[config.mk]
export PLATFORM = sky130hd
export DESIGN_NAME = uart_fifo_ctrl
export DESIGN_NICKNAME = d
export VERILOG_FILES = /design/src/rtl/uart_pkg.sv /design/src/rtl/uart_sync_fifo.sv /design/src/rtl/uart_fifo_ctrl.sv
export SDC_FILE = /design/constraint.sdc
export NUM_CORES = 1
export LEC_CHECK = 0
export ABC_AREA = 1
export BUFFER_PORTS_ARGS = -buffer_cell sky130_fd_sc_hd__buf_4
export CAP_MARGIN = 20
export CELL_PAD_IN_SITES_DETAIL_PLACEMENT = 0
export CELL_PAD_IN_SITES_GLOBAL_PLACEMENT = 1
export CORE_UTILIZATION = 50
export CTS_BUF_LIST = sky130_fd_sc_hd__clkbuf_8
export CTS_CLUSTER_DIAMETER = 60
export CTS_CLUSTER_SIZE = 10
export DETAILED_ROUTE_END_ITERATION = 12
export HOLD_SLACK_MARGIN = 0.06
export PLACE_DENSITY_LB_ADDON = 0.1
export SYNTH_ARGS = -nofsm -noshare
export SYNTH_HDL_FRONTEND = slang
export SYNTH_SLANG_ARGS = --single-unit
[constraint.sdc]
create_clock -name sclk -period 3.07 [get_ports sclk]
set_clock_uncertainty 0.15 [all_clocks]
set_input_delay 0.614 -clock sclk [delete_from_list [all_inputs] [get_ports sclk]]
set_output_delay 0.614 -clock sclk [all_outputs]
set_load 0.005 [all_outputs]
[src/rtl/uart_pkg.sv]
`default_nettype none
// ------------------------------------------------------------------
// uart_pkg : shared state encodings and frame constants for the UART
// Rev 1.0
// ------------------------------------------------------------------
package uart_pkg;

  localparam int OVERSAMPLE  = 16;
  localparam int SAMPLE_PT   = 7;

  localparam int PARITY_NONE = 0;
  localparam int PARITY_ODD  = 1;
  localparam int PARITY_EVEN = 2;

  typedef enum logic [2:0] {
    TX_IDLE   = 3'd0,
    TX_START  = 3'd1,
    TX_DATA   = 3'd2,
    TX_PARITY = 3'd3,
    TX_STOP   = 3'd4
  } tx_state_t;

  typedef enum logic [2:0] {
    RX_IDLE   = 3'd0,
    RX_START  = 3'd1,
    RX_DATA   = 3'd2,
    RX_PARITY = 3'd3,
    RX_STOP   = 3'd4
  } rx_state_t;

  // xr is the XOR of all data bits; even parity sends it as-is
  function automatic logic parity_bit(input logic xr, input int mode);
    return (mode == PARITY_ODD) ? ~xr : xr;
  endfunction

endpackage
`default_nettype wire

[src/rtl/uart_sync_fifo.sv]
`default_nettype none
// ------------------------------------------------------------------
// uart_sync_fifo : first-word-fall-through FIFO, AW+1-bit wrap pointers
// Rev 1.0
// ------------------------------------------------------------------
module uart_sync_fifo #(
  parameter int DW = 8,
  parameter int AW = 4
) (
  input  logic          clk,
  input  logic          rst_n,
  input  logic          i_push,
  input  logic [DW-1:0] i_wdata,
  input  logic          i_pop,
  output logic [DW-1:0] o_rdata,
  output logic          o_empty,
  output logic          o_full
);

  logic [AW:0]   r_wptr;
  logic [AW:0]   r_rptr;
  logic [DW-1:0] r_mem [2**AW];
  logic          w_do_push;
  logic          w_do_pop;

  assign o_empty   = (r_wptr == r_rptr);
  assign o_full    = (r_wptr[AW] != r_rptr[AW]) && (r_wptr[AW-1:0] == r_rptr[AW-1:0]);
  assign w_do_pop  = i_pop & ~o_empty;
  // a pop in the same cycle frees the slot, so push is legal even when full
  assign w_do_push = i_push & (~o_full | w_do_pop);
  assign o_rdata   = o_empty ? '0 : r_mem[r_rptr[AW-1:0]];

  always_ff @(posedge clk or negedge rst_n) begin
    if (!rst_n) begin
      r_wptr <= '0;
      r_rptr <= '0;
    end else begin
      if (w_do_push) r_wptr <= r_wptr + 1'b1;
      if (w_do_pop)  r_rptr <= r_rptr + 1'b1;
    end
  end

  always_ff @(posedge clk) begin
    if (w_do_push) r_mem[r_wptr[AW-1:0]] <= i_wdata;
  end

endmodule
`default_nettype wire

[src/rtl/uart_fifo_ctrl.sv]
`default_nettype none
// ------------------------------------------------------------------
// uart_fifo_ctrl : single-clock UART, 16x oversampled RX, TX/RX FIFOs
// Rev 1.0
// ------------------------------------------------------------------
module uart_fifo_ctrl #(
  parameter int BAUD_DIV  = 13,
  parameter int DATA_W    = 8,
  parameter int PARITY    = 0,
  parameter int STOP_BITS = 1,
  parameter int TX_AW     = 4,
  parameter int RX_AW     = 4
) (
  input  logic              sclk,
  input  logic              reset,
  input  logic [DATA_W-1:0] tx_data,
  input  logic              tx_wr,
  output logic              tx_full,
  output logic              busy,
  output logic [DATA_W-1:0] rx_data,
  output logic              rx_valid,
  input  logic              rx_rd,
  input  logic              err_clr,
  output logic              frame_err,
  output logic              parity_err,
  output logic              rx_overrun,
  input  logic              din,
  output logic              dout
);

  import uart_pkg::*;

  localparam int TCW   = (BAUD_DIV > 1) ? $clog2(BAUD_DIV) : 1;
  localparam int BIT_W = $clog2(DATA_W);

  logic [TCW-1:0] r_tick_cnt;
  logic           w_tick;

  assign w_tick = (r_tick_cnt == TCW'(BAUD_DIV - 1));

  always_ff @(posedge sclk or negedge reset) begin
    if (!reset)      r_tick_cnt <= '0;
    else if (w_tick) r_tick_cnt <= '0;
    else             r_tick_cnt <= r_tick_cnt + TCW'(1);
  end

  // ---------------- transmitter ----------------
  tx_state_t         r_tx_state, w_tx_next;
  logic [3:0]        r_tx_os;
  logic [BIT_W-1:0]  r_tx_bit;
  logic              r_tx_stop;
  logic [DATA_W-1:0] r_tx_shift;
  logic              r_tx_par;
  logic [DATA_W-1:0] w_tx_head;
  logic              w_tx_empty;
  logic              w_tx_pop;
  logic              w_tx_bit_end;
  logic              w_tx_last_stop;

  uart_sync_fifo #(.DW(DATA_W), .AW(TX_AW)) u_tx_fifo (
    .clk     (sclk),
    .rst_n   (reset),
    .i_push  (tx_wr),
    .i_wdata (tx_data),
    .i_pop   (w_tx_pop),
    .o_rdata (w_tx_head),
    .o_empty (w_tx_empty),
    .o_full  (tx_full)
  );

  assign w_tx_bit_end   = w_tick && (r_tx_os == 4'(OVERSAMPLE - 1));
  assign w_tx_last_stop = (STOP_BITS == 2) ? r_tx_stop : 1'b1;
  assign busy           = ~w_tx_empty | (r_tx_state != TX_IDLE);

  always_ff @(posedge sclk or negedge reset) begin
    if (!reset) r_tx_state <= TX_IDLE;
    else        r_tx_state <= w_tx_next;
  end

  always_comb begin
    w_tx_next = r_tx_state;
    w_tx_pop  = 1'b0;
    case (r_tx_state)
      TX_IDLE: if (w_tick && !w_tx_empty) begin
        w_tx_next = TX_START;
        w_tx_pop  = 1'b1;
      end
      TX_START: if (w_tx_bit_end) w_tx_next = TX_DATA;
      TX_DATA: if (w_tx_bit_end && (r_tx_bit == BIT_W'(DATA_W - 1)))
        w_tx_next = (PARITY != PARITY_NONE) ? TX_PARITY : TX_STOP;
      TX_PARITY: if (w_tx_bit_end) w_tx_next = TX_STOP;
      TX_STOP: if (w_tx_bit_end && w_tx_last_stop) begin
        // next frame follows without an idle bit when data is waiting
        if (!w_tx_empty) begin
          w_tx_next = TX_START;
          w_tx_pop  = 1'b1;
        end else begin
          w_tx_next = TX_IDLE;
        end
      end
      default: w_tx_next = TX_IDLE;
    endcase
  end

  always_comb begin
    dout = 1'b1;
    case (r_tx_state)
      TX_START:  dout = 1'b0;
      TX_DATA:   dout = r_tx_shift[0];
      TX_PARITY: dout = r_tx_par;
      default:   dout = 1'b1;
    endcase
  end

  always_ff @(posedge sclk or negedge reset) begin
    if (!reset) begin
      r_tx_os    <= '0;
      r_tx_bit   <= '0;
      r_tx_stop  <= 1'b0;
      r_tx_shift <= '0;
      r_tx_par   <= 1'b0;
    end else if (w_tx_pop) begin
      r_tx_os    <= '0;
      r_tx_bit   <= '0;
      r_tx_stop  <= 1'b0;
      r_tx_shift <= w_tx_head;
      r_tx_par   <= parity_bit(^w_tx_head, PARITY);
    end else if (w_tick) begin
      r_tx_os <= r_tx_os + 4'd1;
      if (w_tx_bit_end && (r_tx_state == TX_DATA)) begin
        r_tx_shift <= {1'b0, r_tx_shift[DATA_W-1:1]};
        r_tx_bit   <= r_tx_bit + BIT_W'(1);
      end
      if (w_tx_bit_end && (r_tx_state == TX_STOP)) r_tx_stop <= ~r_tx_stop;
    end
  end

  // ---------------- receiver ----------------
  rx_state_t         r_rx_state, w_rx_next;
  logic [1:0]        r_sync;
  logic              r_rxd_prev;
  logic              w_rxd;
  logic              w_fall;
  logic [3:0]        r_rx_os;
  logic [BIT_W-1:0]  r_rx_bit;
  logic [DATA_W-1:0] r_rx_shift;
  logic              r_rx_par_bad;
  logic              w_rx_sample;
  logic              w_rx_bit_end;
  logic              w_rx_good;
  logic              w_rx_full;
  logic              w_rx_empty;
  logic              w_rx_pop;
  logic              w_frame_set;
  logic              w_par_set;
  logic              w_ovr_set;

  assign w_rxd        = r_sync[1];
  assign w_fall       = r_rxd_prev & ~w_rxd;
  assign w_rx_sample  = w_tick && (r_rx_os == 4'(SAMPLE_PT));
  assign w_rx_bit_end = w_tick && (r_rx_os == 4'(OVERSAMPLE - 1));
  assign w_rx_pop     = rx_rd & ~w_rx_empty;
  assign rx_valid     = ~w_rx_empty;

  always_ff @(posedge sclk or negedge reset) begin
    if (!reset) begin
      r_sync     <= 2'b11;
      r_rxd_prev <= 1'b1;
    end else begin
      r_sync     <= {r_sync[0], din};
      r_rxd_prev <= w_rxd;
    end
  end

  always_ff @(posedge sclk or negedge reset) begin
    if (!reset) r_rx_state <= RX_IDLE;
    else        r_rx_state <= w_rx_next;
  end

  always_comb begin
    w_rx_next = r_rx_state;
    case (r_rx_state)
      RX_IDLE:  if (w_fall) w_rx_next = RX_START;
      RX_START: begin
        if (w_rx_sample && w_rxd) w_rx_next = RX_IDLE;
        else if (w_rx_bit_end)    w_rx_next = RX_DATA;
      end
      RX_DATA: if (w_rx_bit_end && (r_rx_bit == BIT_W'(DATA_W - 1)))
        w_rx_next = (PARITY != PARITY_NONE) ? RX_PARITY : RX_STOP;
      RX_PARITY: if (w_rx_bit_end) w_rx_next = RX_STOP;
      // leave at mid-stop so the next start edge is never missed
      RX_STOP: if (w_rx_sample) w_rx_next = RX_IDLE;
      default: w_rx_next = RX_IDLE;
    endcase
  end

  always_comb begin
    w_rx_good   = (r_rx_state == RX_STOP) && w_rx_sample && w_rxd && !r_rx_par_bad;
    w_frame_set = (r_rx_state == RX_STOP) && w_rx_sample && !w_rxd;
    w_par_set   = (r_rx_state == RX_PARITY) && w_rx_sample &&
                  (w_rxd != parity_bit(^r_rx_shift, PARITY));
    w_ovr_set   = w_rx_good && w_rx_full && !w_rx_pop;
  end

  always_ff @(posedge sclk or negedge reset) begin
    if (!reset) begin
      r_rx_os      <= '0;
      r_rx_bit     <= '0;
      r_rx_shift   <= '0;
      r_rx_par_bad <= 1'b0;
    end else if ((r_rx_state == RX_IDLE) && w_fall) begin
      r_rx_os      <= '0;
      r_rx_bit     <= '0;
      r_rx_par_bad <= 1'b0;
    end else if (w_tick) begin
      r_rx_os <= r_rx_os + 4'd1;
      if (w_rx_sample && (r_rx_state == RX_DATA))
        r_rx_shift <= {w_rxd, r_rx_shift[DATA_W-1:1]};
      if (w_rx_bit_end && (r_rx_state == RX_DATA)) r_rx_bit <= r_rx_bit + BIT_W'(1);
      if (w_par_set) r_rx_par_bad <= 1'b1;
    end
  end

  uart_sync_fifo #(.DW(DATA_W), .AW(RX_AW)) u_rx_fifo (
    .clk     (sclk),
    .rst_n   (reset),
    .i_push  (w_rx_good),
    .i_wdata (r_rx_shift),
    .i_pop   (w_rx_pop),
    .o_rdata (rx_data),
    .o_empty (w_rx_empty),
    .o_full  (w_rx_full)
  );

  always_ff @(posedge sclk or negedge reset) begin
    if (!reset) begin
      frame_err  <= 1'b0;
      parity_err <= 1'b0;
      rx_overrun <= 1'b0;
    end else begin
      if (w_frame_set)  frame_err  <= 1'b1;
      else if (err_clr) frame_err  <= 1'b0;
      if (w_par_set)    parity_err <= 1'b1;
      else if (err_clr) parity_err <= 1'b0;
      if (w_ovr_set)    rx_overrun <= 1'b1;
      else if (err_clr) rx_overrun <= 1'b0;
    end
  end

endmodule
`default_nettype wire

### After elaboration in Yosys (flattened, before gate mapping)

Memories as Yosys holds them, arrays and structs flattened.
Index checks and enable logic that the tools add are counted.

* register bits: 68
* latch bits: 0
* RAM bits: 256
* ROM bits: 0
* bits of input ports: 14
* output and inout bits: 15
* word-level logic and storage cells: 167
* memories kept: 2

Memories
* u_rx_fifo.r_mem: words 16, width 8, rd ports 1, clocked after memory_dff 0, write ports 1, RTL line uart_sync_fifo.sv:22 `logic [DW-1:0] r_mem [2**AW];`
* u_tx_fifo.r_mem: words 16, width 8, rd ports 1, clocked after memory_dff 0, write ports 1, RTL line uart_sync_fifo.sv:22

* add/sub/neg operators: 9
* $mul: 0
* div/mod/pow operators: 0
* $lt $le $gt $ge: 0
* equality and inequality tests: 31
* shift operators: 0
* mux-type cells: 46
* bitwise operators: 15
* reduce and logical (&&, ||, !) cells: 44

Operators by type and width (count)
* 3-bit two-way mux: 17
* 8-bit two-way mux: 5
* 3-bit case mux with 5 select lines: 2
* 1-bit logical AND: 21
* 5-bit by 1-bit adder with 5-bit output (second input constant): 4
* 4-bit two-way mux: 5
* 2-bit inequality test (second input constant): 9
* 2-bit nonzero test: 8
* 8-bit parity: 2
* 1-bit two-way mux: 15
* 4-bit by 1-bit adder with 4-bit output (second input constant): 3
* 3-bit by 2-bit == test with 1-bit output (second input constant): 4
* 3-bit == test (second input constant): 4
* 4-bit == test (second input constant): 3
* 5-bit == test: 2
* 5-bit AND reduction: 2
* 4-bit == test: 2
* 3-bit by 1-bit adder with 3-bit output (second input constant): 2
* 1-bit AND: 6
* 3-bit by 1-bit == test with 1-bit output (second input constant): 2
* 3-bit logical NOT: 2
* 1-bit NOT: 6
* 2-bit AND reduction: 3
* 4-bit by 3-bit == test with 1-bit output (second input constant): 1
* 8 further kinds: 15

### Logic depth before layout (Yosys ltp)

* depth after elaboration: 10
* mapped depth: 18
* mapped depth without buffers: 17

### By module

Synthesis repeated with hierarchy kept, for this count alone.

* cells, all modules: 1617
* area, all modules: 15069.5 um^2

Modules (own cells, without submodules)
* uart_sync_fifo (u_tx_fifo): times used 1, cells an instance 656, area an instance 6299.8 um^2
* uart_sync_fifo (u_rx_fifo): times used 1, cells an instance 656, area an instance 6287.3 um^2
* uart_fifo_ctrl: times used 1, cells an instance 305, area an instance 2482.4 um^2

### Worst setup path after synthesis

Ideal clock, no wire load.

* path kind: flip-flop to flip-flop
* start point: register r_tick_cnt[0]
* end point: memory u_tx_fifo.r_mem[12][0] (enable)
* library setup time: 370 ps
* arrival: 2010 ps
* required time: 2550 ps
* setup slack: 539 ps
* cell stages (with the launch flop): 14
* buffers on the path: 1
* period minus slack after synthesis: 2531 ps
* cell sequence: dfrtp_1 -> inv_1 -> ha_1 -> nand3_2 -> inv_2 -> buf_2 -> nand3_1 -> nand2_2 -> inv_2 -> nand2_2 -> nand2_4 -> inv_2 -> nand2_1 -> nor2_1

* longest elaborated chain between the ends: 9

RTL lines
* start: declaration: RTL line uart_fifo_ctrl.sv:36 `logic [TCW-1:0] r_tick_cnt;`
* start signal: assignment: RTL line uart_fifo_ctrl.sv:44 `else r_tick_cnt <= r_tick_cnt + TCW'(1);`
* 4-bit == test (*): RTL line uart_fifo_ctrl.sv:39 `assign w_tick = (r_tick_cnt == TCW'(BAUD_DIV - 1));`
* 1-bit logical AND (on tied branches): RTL line uart_fifo_ctrl.sv:71, uart_fifo_ctrl.sv:84
* 1-bit two-way mux (on tied branches): RTL line uart_fifo_ctrl.sv:92, uart_fifo_ctrl.sv:84
* 1-bit case mux with 2 select lines (*): RTL line uart_fifo_ctrl.sv:83 `case (r_tx_state)`
* 1-bit AND (*): RTL line uart_sync_fifo.sv:28 `assign w_do_pop = i_pop & ~o_empty;`
* 1-bit OR (*): RTL line uart_sync_fifo.sv:30 `assign w_do_push = i_push & (~o_full | w_do_pop);`
* 1-bit AND (*): RTL line uart_sync_fifo.sv:30
* 1-bit two-way mux (*): RTL line uart_sync_fifo.sv:44 `if (w_do_push) r_mem[r_wptr[AW-1:0]] <= i_wdata;`
* 1-bit two-way mux (implied by the code) (*): RTL line uart_sync_fifo.sv:44
* end: declaration: RTL line uart_sync_fifo.sv:22

Every way passes the cells marked *; elsewhere a longest branch is shown, timed or not.

### Worst setup path in the final report

* start point: register u_rx_fifo.r_rptr[0]
* end point: output rx_data[0]

* longest elaborated chain between the ends: 2

RTL lines
* start: declaration: RTL line uart_sync_fifo.sv:21 `logic [AW:0] r_rptr;`
* start signal: assignment: RTL line uart_sync_fifo.sv:39 `if (w_do_pop) r_rptr <= r_rptr + 1'b1;`
* memory 16 x 8 bit / 5-bit == test (equally long branches)
* 8-bit two-way mux (*): RTL line uart_sync_fifo.sv:31 `assign o_rdata = o_empty ? '0 : r_mem[r_rptr[AW-1:0]];`
* end: declaration: RTL line uart_fifo_ctrl.sv:20 `output logic [DATA_W-1:0] rx_data,`

Marked as above.

==> metrics.md <==
| Metric | Value |
|---|---|
| Synth cell types | `39` |
| Max Fanout on Critical Path | `33` |
| Root Driver | `clkbuf_8` |
| First DRT Iteration DRCs | `784` |
| P per Cell Area | `794.2 nW/um^2` |
| Reg-to-Reg End | `u_tx_fifo.r_mem[2][3]` |
| Critical path class | `register to primary output` |
| Avg Synthesized Cell Area | `11.25 sq um` |
| Tightest Hold Check Type | `input pin to register` |
| # DRC | `0` |
| Hold Crit Start | `err_clr` |
| Worst path max stage delay | `450 ps` |
| Yosys top cell by area | `edfxtp_1` |
| Kind of launch point of the worst setup path | `register` |
| Wirelength per Cell | `18.53 um` |
| Clock tree sinks | `324` |
| Number of cell rows | `61` |
| Max Cap Viol | `0` |
| Post-placement cell area | `14980 sq um` |
| Post-synthesis cell area | `14150 sq um` |
| Synth top cells by count | `edfxtp_1 (256), nand2_1 (242), nor2_1 (144), inv_1 (133), nand3_1 (91)` |
| Number of buffers added on ports | `28` |
| Antenna Violating Nets Remaining | `0` |
| Slew at the pin closest to its max-slew limit | `861.0 ps` |
| Initial Util | `0.5092` |
| Final Hold Vio Count | `0` |
| CTS Buf Count | `39` |
| Top-count cell post-synth | `edfxtp_1` |
| CTS tree | `yes` |
| Critical-path top delay cell | `dfrtp_2` |
| GP Congestion | `0.8221` |
| Setup TNS Final | `0 ps` |
| Data required, critical path | `2310 ps` |
| Cell count after synthesis | `1257` |
| Via-to-Cell Ratio | `5.157` |
| GRT Resource Usage Total | `0.2312` |
| Nature of the critical path endpoint | `primary output` |
| Final net count | `1371` |
| First-pass GRT wire length | `49690 um` |
| Core area | `27780 sq um` |
| Initial antenna violation count | `0` |
| Startpoint of the worst register-to-register path | `r_tick_cnt[0]` |
| RSZ-0062 raised after global routing | `no` |
| Hpwl dp | `20570 um` |
| Pre-antenna DRT Iters | `5` |
| Power, Total | `12.51 mW` |
| Pleak | `6.816 nW` |
| Worst-path clk slew | `80 ps` |
| FMAX | `0.3369 GHz` |
| Sequential share of the synthesized area | `0.6640` |
| Peak VDD IR | `0.0006227 V` |
| Pins Over Slew Limit | `0` |
| Minimum clock period after layout | `2968 ps` |
| EDFF count, synth | `256` |
| Clock Latency Late Sink | `550 ps` |
| Endpoints failing setup | `0` |
| WP buf/inv | `3` |
| Most used DFF post-synth | `edfxtp_1` |
| Fillers | `2440` |
| R2R depth | `15` |
| CP arrival | `2200 ps` |
| WL final | `32140 um` |
| Die Area | `28970 sq um` |
| Async SR Flop Fraction | `0.2099` |
| H-tree levels | `2` |
| Num ports | `29` |
| Finished layout cell area | `15750 sq um` |
| Worst slack, placed | `326.1 ps` |
| Layout cells sized above 1 | `0.1268` |
| Gr ovfl total | `0` |
| Yosys Warn Count | `0` |
| Die height | `170.2 um` |
| Synth top area share | `0.5434` |
| Hold path cells | `2` |
| Via count | `8947` |
| Die width | `170.2 um` |
| Cells along the critical path | `buf_4 > clkbuf_16 > mux2i_1 > o221ai_1 > nand3_1 > a21oi_1 > buf_4` |
| CTS Buffer Depth | `3` |
| Vias in the first global route | `8827` |
| Crit path from | `u_rx_fifo.r_rptr[0]` |
| Slew headroom | `0.4260` |
| # diodes | `0` |
| Status | `finished clean` |
| Reg2reg setup slack | `300 ps` |
| Syn_nets | `1289` |
| Top delay family on crit path | `buffers and inverters` |
| Final worst setup slack | `102.0 ps` |
| Synthesized flop and latch total | `324` |
| Pin count of the biggest net entering global routing | `69` |
| Final Cycle Share | `0.9668` |
| Area contributors post-synth | `edfxtp_1 (54%), dfrtp_1 (11%), nand2_1 (6.4%), nor2_1 (3.8%), inv_1 (3.5%)` |
| Area added between synthesis and finish | `11.37%` |
| Hold Crit Endpoint | `parity_err` |
| Most used cell, CP | `buf_4` |
| Fin Hold WS | `129.0 ps` |
==> routing by layer <==
layer / vias up / part of all wire / global-route usage / routed length (um)
met1: 4256 / 0.43 / 0.3034 / 13970
met4: 0 / 0.027 / 0.07599 / 858
met5: - / 0 / 0 / 0
met2: 194 / 0.50 / 0.3974 / 16020
li1: 4437 / - / - / -
met3: 60 / 0.040 / 0.03093 / 1284
==> worst max-delay path by stage <==
stage                                   to  slack [ps]  depth (start not counted)
floorplan           u_tx_fifo.r_mem[12][0]         540                         13
global route                    rx_data[7]          10                          7
global placement                rx_data[3]         360                          7
detailed placement   u_tx_fifo.r_mem[2][3]         330                         15
CTS                             rx_data[3]          20                          6
finish                          rx_data[0]         100                          7
==> where the power goes <==
part	total, mW	switching (mW)	leakage (nW)	internal, mW
registers	5.38	0.279	3.50	5.10
clock network	2.76	1.48	0.388	1.28
logic	4.37	2.82	2.93	1.55
total	12.5	4.59	6.82	7.93
==> registers in the layout (all words and copies together), names as in the netlist, 4 cells and up <==
name              cells
u_rx_fifo.r_mem     128
u_tx_fifo.r_mem     128
r_rx_shift            8
r_tx_shift            8
u_rx_fifo.r_rptr      5
u_rx_fifo.r_wptr      5
u_tx_fifo.r_rptr      5
u_tx_fifo.r_wptr      5
r_rx_os               4
r_tick_cnt            4
r_tx_os               4
==> kinds of logic after synthesis <==
family,count (synthesis),share of synthesized area
XOR/XNOR,34,0.02105
adder cells (fa/ha/maj),18,0.01592
buffers and inverters,190,0.05953
AND/OR/NAND/NOR,512,0.1523
multiplexers,34,0.02424
flip-flops,324,0.6640
AO/OA/AOI/OAI,145,0.06298
==> layout by cell type, fill, tap and decap left out, types with 3 or more instances in the layout <==
cell / count
ha_1: 18
a22oi_1: 3
a21oi_2: 3
inv_2: 6
nand2_2: 5
o221ai_1: 33
nor3_1: 7
nand3_1: 91
inv_1: 144
clkinv_1: 3
buf_12: 4
buf_4: 80
a22o_1: 3
xor2_1: 26
o21ai_1: 10
clkbuf_8: 43
xnor2_1: 8
nor2_1: 144
dfstp_2: 3
o21ai_0: 67
nand2_1: 242
edfxtp_1: 256
nand3_2: 3
nor2_4: 3
nand4_1: 9
dfrtp_1: 61
nor2_2: 4
mux2i_1: 32
a21oi_1: 20
dfrtp_2: 4
==> cell type report <==
cell class,count,area (sq um),share of cell area
well taps,378,473.0,0.03002
repair buffers,88,753.2,0.04781
clock inverters,16,73.82,0.004686
multi-input cells,743,3921,0.2489
clock buffers,43,591.8,0.03757
flip-flops and latches,324,9398,0.5965
inverters,143,543.0,0.03447
==> metrics by stage <==
stage,utilization,cells
floorplan,-,1257
global placement,0.5393,1670
detailed placement,0.5393,1670
CTS,0.5649,1733
global route,0.5671,1735
finish,0.5671,1735
==> what timing repair did <==
| item | CTS | global route |
|---|---|---|
| hold buffers | 2 | 0 |
| setup endpoints to repair | 8 | 8 |
| setup buffers | 2 | 1 |
| gates cloned | 0 | 1 |
| hold endpoints to repair | 44 | 0 |
| resized for setup | 5 | 6 |
No activity file was read; power rests on OpenSTA's default activity.
